$ cat src/rtl/hex_msg_pkg.sv
// Shared character codes and segment constants for the scrolling message feeder.
package hex_msg_pkg;

    localparam int CODE_W_DEF = 4;
    localparam int N_SLOTS    = 6;

    localparam logic [3:0] CH_B     = 4'd0;
    localparam logic [3:0] CH_I     = 4'd1;
    localparam logic [3:0] CH_N     = 4'd2;
    localparam logic [3:0] CH_E     = 4'd3;
    localparam logic [3:0] CH_G     = 4'd4;
    localparam logic [3:0] CH_BLANK = 4'd5;
    localparam logic [3:0] CH_F     = 4'd6;
    localparam logic [3:0] CH_S     = 4'd7;
    localparam logic [3:0] CH_H     = 4'd8;
    localparam logic [3:0] CH_O     = 4'd9;
    localparam logic [3:0] CH_A     = 4'd10;
    localparam logic [3:0] CH_T     = 4'd11;
    localparam logic [3:0] CH_R     = 4'd12;
    localparam logic [3:0] CH_P     = 4'd13;
    localparam logic [3:0] CH_L     = 4'd14;

    // Active-low, bit order gfedcba.
    localparam logic [6:0] SEG_BLANK = 7'b1111111;

endpackage

$ cat src/rtl/hex_char_seg_decoder.sv
// Combinational character-code to 7-segment (active-low, gfedcba) decoder.
module hex_char_seg_decoder
    import hex_msg_pkg::*;
#(
    parameter int CODE_W = CODE_W_DEF
) (
    input  logic [CODE_W-1:0] code_i,
    output logic [6:0]        seg_o
);

    always_comb begin
        seg_o = SEG_BLANK;
        case (code_i)
            CODE_W'(CH_B): seg_o = 7'b0000011;
            CODE_W'(CH_I): seg_o = 7'b1111001;
            CODE_W'(CH_N): seg_o = 7'b0101011;
            CODE_W'(CH_E): seg_o = 7'b0000110;
            CODE_W'(CH_G): seg_o = 7'b1000010;
            CODE_W'(CH_F): seg_o = 7'b0001110;
            CODE_W'(CH_S): seg_o = 7'b0010010;
            CODE_W'(CH_H): seg_o = 7'b0001001;
            CODE_W'(CH_O): seg_o = 7'b1000000;
            CODE_W'(CH_A): seg_o = 7'b0001000;
            CODE_W'(CH_T): seg_o = 7'b0000111;
            CODE_W'(CH_R): seg_o = 7'b0101111;
            CODE_W'(CH_P): seg_o = 7'b0001100;
            CODE_W'(CH_L): seg_o = 7'b1000111;
            default:       seg_o = SEG_BLANK;
        endcase
    end

endmodule

$ cat src/rtl/hex_msg_feeder.sv
// Buffers pushed character codes and scrolls them right-to-left across HEX5..HEX0.
// Define HEX_MSG_LOOP_EN to recirculate popped characters so the message repeats.
module hex_msg_feeder
    import hex_msg_pkg::*;
#(
    parameter int TICK_DIV   = 50000000,
    parameter int FIFO_DEPTH = 8,
    parameter int CODE_W     = CODE_W_DEF
) (
    input  logic              CLOCK_50,
    input  logic              reset,
    input  logic              char_valid,
    input  logic [CODE_W-1:0] char_code,
    output logic              char_ready,
    input  logic              clear,
    output logic              busy,
    output logic [6:0]        HEX5,
    output logic [6:0]        HEX4,
    output logic [6:0]        HEX3,
    output logic [6:0]        HEX2,
    output logic [6:0]        HEX1,
    output logic [6:0]        HEX0
);

    localparam int TW = (TICK_DIV > 1) ? $clog2(TICK_DIV) : 1;
    localparam int PW = $clog2(FIFO_DEPTH);
    localparam int CW = PW + 1;
    localparam logic [CODE_W-1:0] BLANK_CODE = CODE_W'(CH_BLANK);

    logic [TW-1:0]     tick_cnt_q, tick_cnt_d;
    logic [PW-1:0]     wr_ptr_q, wr_ptr_d;
    logic [PW-1:0]     rd_ptr_q, rd_ptr_d;
    logic [CW-1:0]     count_q, count_d;
    logic [CODE_W-1:0] mem_q  [FIFO_DEPTH];
    logic [CODE_W-1:0] mem_d  [FIFO_DEPTH];
    logic [CODE_W-1:0] slot_q [N_SLOTS];
    logic [CODE_W-1:0] slot_d [N_SLOTS];

    logic              tick;
    logic              full;
    logic              empty;
    logic              push;
    logic              pop;
    logic [CODE_W-1:0] head;
    logic [PW-1:0]     wr_nxt;
    logic [CW-1:0]     cnt_nxt;
    logic              slots_blank;
    logic [6:0]        seg_w [N_SLOTS];

    assign tick       = (tick_cnt_q == TW'(TICK_DIV - 1));
    assign full       = (count_q == CW'(FIFO_DEPTH));
    assign empty      = (count_q == '0);
    assign char_ready = !full && !clear;
    assign push       = char_valid && char_ready;
    assign pop        = tick && !empty;
    assign head       = mem_q[rd_ptr_q];

    always_comb begin
        slots_blank = 1'b1;
        for (int i = 0; i < N_SLOTS; i++) begin
            if (slot_q[i] != BLANK_CODE) slots_blank = 1'b0;
        end
    end

    assign busy = !empty || !slots_blank;

    always_comb begin
        tick_cnt_d = tick ? '0 : tick_cnt_q + TW'(1);
        rd_ptr_d   = rd_ptr_q;
        mem_d      = mem_q;
        slot_d     = slot_q;
        wr_nxt     = wr_ptr_q;
        cnt_nxt    = count_q;

        if (tick) begin
            for (int i = N_SLOTS - 1; i > 0; i--) slot_d[i] = slot_q[i-1];
            slot_d[0] = pop ? head : BLANK_CODE;
        end

        if (pop) begin
            rd_ptr_d = rd_ptr_q + PW'(1);
`ifdef HEX_MSG_LOOP_EN
            // Recirculated character lands ahead of any external push this cycle.
            mem_d[wr_nxt] = head;
            wr_nxt        = wr_nxt + PW'(1);
`else
            cnt_nxt = cnt_nxt - CW'(1);
`endif
        end

        if (push) begin
            mem_d[wr_nxt] = char_code;
            wr_nxt        = wr_nxt + PW'(1);
            cnt_nxt       = cnt_nxt + CW'(1);
        end

        wr_ptr_d = wr_nxt;
        count_d  = cnt_nxt;

        if (clear) begin
            tick_cnt_d = '0;
            rd_ptr_d   = '0;
            wr_ptr_d   = '0;
            count_d    = '0;
            for (int i = 0; i < N_SLOTS; i++) slot_d[i] = BLANK_CODE;
        end
    end

    always_ff @(posedge CLOCK_50 or posedge reset) begin
        if (reset) begin
            tick_cnt_q <= '0;
            wr_ptr_q   <= '0;
            rd_ptr_q   <= '0;
            count_q    <= '0;
            for (int i = 0; i < FIFO_DEPTH; i++) mem_q[i] <= BLANK_CODE;
            for (int i = 0; i < N_SLOTS; i++)    slot_q[i] <= BLANK_CODE;
        end else begin
            tick_cnt_q <= tick_cnt_d;
            wr_ptr_q   <= wr_ptr_d;
            rd_ptr_q   <= rd_ptr_d;
            count_q    <= count_d;
            mem_q      <= mem_d;
            slot_q     <= slot_d;
        end
    end

    for (genvar g = 0; g < N_SLOTS; g++) begin : g_dec
        hex_char_seg_decoder #(.CODE_W(CODE_W)) u_dec (
            .code_i (slot_q[g]),
            .seg_o  (seg_w[g])
        );
    end

    assign HEX0 = seg_w[0];
    assign HEX1 = seg_w[1];
    assign HEX2 = seg_w[2];
    assign HEX3 = seg_w[3];
    assign HEX4 = seg_w[4];
    assign HEX5 = seg_w[5];

endmodule

$ cat config.mk
export PLATFORM = sky130hd
export DESIGN_NAME = hex_msg_feeder
export DESIGN_NICKNAME = d
export VERILOG_FILES = /design/src/rtl/hex_msg_pkg.sv /design/src/rtl/hex_char_seg_decoder.sv /design/src/rtl/hex_msg_feeder.sv
export SDC_FILE = /design/constraint.sdc
export NUM_CORES = 1
export LEC_CHECK = 0
export BUFFER_PORTS_ARGS = -buffer_cell sky130_fd_sc_hd__buf_2
export CAP_MARGIN = 40
export CORE_MARGIN = 3
export CORE_UTILIZATION = 25
export CTS_BUF_LIST = sky130_fd_sc_hd__clkbuf_8 sky130_fd_sc_hd__clkbuf_16
export DETAILED_ROUTE_END_ITERATION = 6
export PLACE_DENSITY_LB_ADDON = 0.1
export SLEW_MARGIN = 10
export SYNTH_ARGS = -nofsm -noshare
export SYNTH_HDL_FRONTEND = slang
export SYNTH_SLANG_ARGS = --single-unit
$ cat constraint.sdc
create_clock -name CLOCK_50 -period 5.6 [get_ports CLOCK_50]
set_clock_uncertainty 0.1 [all_clocks]
set_input_delay 0.28 -clock CLOCK_50 [delete_from_list [all_inputs] [get_ports CLOCK_50]]
set_output_delay 0.28 -clock CLOCK_50 [all_outputs]
set_load 0.03 [all_outputs]
==> flow_summary.toml <==
[clocking]
cts_root_buf = "sky130_fd_sc_hd__clkbuf_16"
clockBufferDepth = 2
h-tree-depth = 3
clock-sinks = 92
cts_setup_buffers = 0
cts_made_buffers = 9
clkSlewWorstSetupHoldPaths_ns = 0.08
postCtsResizedCells = 0
insertion_delay_ns = 0.35
cts.hold.buffers_added = 1
cts_tree = "yes"

[detailed_routing]
postRouteWirelength_um = 14150
routed_via_density = 4.743
drt.antenna.violating_nets = 0
drt-met1-wl_um = 6872
top_signal_layer_used = "met4"
dr_wl_met2_um = 6663
num_vias = 4316
detailedRoute.firstIterationViolations = 222
drt_drc_violations_left = 0
routedWlPerCell_um = 15.55
routed_length_on_met3_um = 352
drt_pass_1_iters = 4

[synth]
leading_post_synthesis_cells_by_cell_area = "sky130_fd_sc_hd__dfrtp_1, sky130_fd_sc_hd__dfstp_2, sky130_fd_sc_hd__mux2_2"
synth_largest_type_area_fraction_pct = 28.01
synthDistinctLibCells = 62
yosys.area.top_type = "sky130_fd_sc_hd__dfrtp_1"
synth_seq_area_share_pct = 40.88
yosys_most_used_dff = "sky130_fd_sc_hd__dfrtp_1"
syn_area_sq_um = 5717
postSynthCellCount = 590
postSynthNetCount = 625
synth-edff-count = 0
avg_cell_area_syn_sq_um = 9.689
register_bit_total_from_synthesis = 92
ys.warnings.count = 0
ys_async_sr_fraction_pct = 100.0

[setup_path]
path_cells = "or4_1 > nor4_2 > nand3_1 > o41ai_1 > a21o_1 > mux2i_1"
crit_buf_inv = 0
cp-startpoint = "tick_cnt_q[16]$_DFF_PP0_"
cp.arrival_ns = 2.99
crit_path_start_kind = "flop"
criticalPathCategory = "flop to flop"
cp_slowest_stage_delay_ns = 0.59
critical_path_peak_fanout = 16
worstPathRequired_ns = 5.73
r2r-start = "tick_cnt_q[16]$_DFF_PP0_"
critPathTopFamily = "simple AND/OR/NAND/NOR gates"
worst_setup_path_end_kind = "flop"
crit_slowest_cell = "sky130_fd_sc_hd__o41ai_1"

[sta]
final_max_slew_viol_count = 0
finalHoldViolations = 0
tns_ns = 0
max_freq_mhz = 349.6
slew_headroom_pct = 53.40
timing.final.ws_setup_ns = 2.739
tightest_slew_ns = 0.6970
unrepaired_setup_endpoints_after_global_routing = "no"
final_period_minus_worst_setup_slack_ns = 2.861
hold_ws_ns = 0.1561
final.period_utilization_pct = 51.08
setup-violations-final = 0

[place]
place_ws_ns = 2.712
port-buffer-count = 51
gp_routability_congestion = 0.7443
post-place-cells = 893
dp_hpwl_um = 10330

[floorplanning]
rows = 54
core_area_sq_um = 22160
floorplan.die.height_um = 157.2
die_area_sq_um = 24720
top_level_ports = 52
floorplan.initialDensity_pct = 25.80
die_w_um = 157.2

[final_layout]
synthToLayoutAreaGrowth_pct = 14.20
post_route_core_utilization_pct = 29.46
final_net_count = 660
most_frequent_standard_cell_in_the_layout_excluding_fill_and_tap_cells = "sky130_fd_sc_hd__nand2_1"
antenna-diode-count = 0
most_frequent_cells_in_the_layout = "sky130_fd_sc_hd__nand2_1, sky130_fd_sc_hd__dfrtp_1, sky130_fd_sc_hd__nor2_1"
drive_gt1_share_pct = 24.44
count_of_placed_standard_cells_in_the_final_layout_fillers_left_out = 910

[global_route]
grt_max_degree = 37
number_of_global_route_vias_before_repair = 4259
grt_remaining_overflow = 0
first_pass_grt_wire_length_um = 23160
antenna_violations_before_repair = 0
global_route_usage_sum_pct = 11.83

[power_and_ir_drop]
power.sequential.fraction_pct = 49.8
static-leakage-power_uw = 0.002725
pwr_density_cell_nw_per_um2 = 231.4
power.switching_fraction_pct = 26.31
net-switching-power_uw = 397.4
clock_power_share_pct = 41.1
ir_drop_uv = 163.5
power.combinational.fraction_pct = 9.1
cell_internal_pwr_uw = 1113

[status]
outcome = "finished, final reports clean"

[worst_hold_path]
worstHoldStart = "char_code[2]"
hold_class = "input port to flop"

[run]
count_of_max_cap_constraint_violations = 0
-- stage by stage --
step	power, uW	cell area, sq um
finish	1511	6529
global route	1585	6529
CTS	1534	6529
detailed placement	904.4	6217
global placement	895.7	6153
floorplan	860.8	5717
-- final cells by class --
cell class              instances  area [sq um]
repair buffers                 57         336.6
flip-flops and latches         92          2337
clock inverters                 7         76.32
fillers                      2337         15630
multi-input cells             442          3115
inverters                      23         87.58
clock buffers                   9         225.2
well taps                     280         350.3
-- cell families (layout without fill, tap and decap cells) --
family	count (synthesis)	count (layout)	synth area share [%]
XOR/XNOR	35	35	5.494
buffers and inverters	56	96	4.618
adder cells (fa/ha/maj)	27	27	5.909
AND/OR/NAND/NOR	237	237	20.57
AO/OA/AOI/OAI	85	85	9.849
flip-flops	92	92	40.88
multiplexers	58	58	12.67
-- power groups by stage --
| stage | Combinational (uW) | Clock, uW | Sequential [uW] |
|---|---|---|---|
| 6_report | 137 | 621 | 753 |
| 5_1_grt | 151 | 675 | 760 |
| 4_1_cts | 140 | 642 | 753 |
| 3_5_place_dp | 139 | 0 | 765 |
| 3_3_place_gp | 132 | 0 | 763 |
| 2_1_floorplan | 104 | 0 | 756 |
-- flip-flops by register name (all words and copies together), names as in the netlist --
signal / count
wr_ptr_q: 3
slot_q: 24
tick_cnt_q: 26
mem_q: 32
count_q: 4
rd_ptr_q: 3
-- cell usage after synthesis, drive strengths merged (6+ instances only) --
library cell / n
nor3: 15
mux2i: 15
nor2: 62
clkbuf: 23
ha: 27
mux4: 8
o211ai: 6
nand4: 8
dfrtp: 64
nand2: 85
a21oi: 23
o21ai: 21
xor2: 16
nand3: 13
buf: 10
mux2: 35
inv: 22
a31oi: 6
nor2b: 9
dfstp: 28
nand3b: 10
xnor2: 19
-- worst paths after layout --
check                                                end  slack (ns)  cells past startpoint
worst max-delay path                count_q[3]$_DFF_PP0_        2.74                      6
worst min-delay path                mem_q[2]$_DFFE_PP1P_        0.16                      2
worst max register to register      count_q[3]$_DFF_PP0_        2.74                      6
worst min register to register   tick_cnt_q[0]$_DFF_PP0_        0.40                      1
max in group asynchronous         slot_q[20]$_DFFE_PP1P_        3.92                      5
min in group asynchronous       tick_cnt_q[14]$_DFF_PP0_        0.37                      3
-- metal layers --
| metal | track usage, % | vias up |
|---|---|---|
| li1 | - | 2130 |
| met1 | 16.24 | 2120 |
| met2 | 19.17 | 51 |
| met3 | 1.650 | 15 |
| met4 | 4.050 | 0 |
| met5 | 0 | - |
No activity file was read; power rests on OpenSTA's default activity.
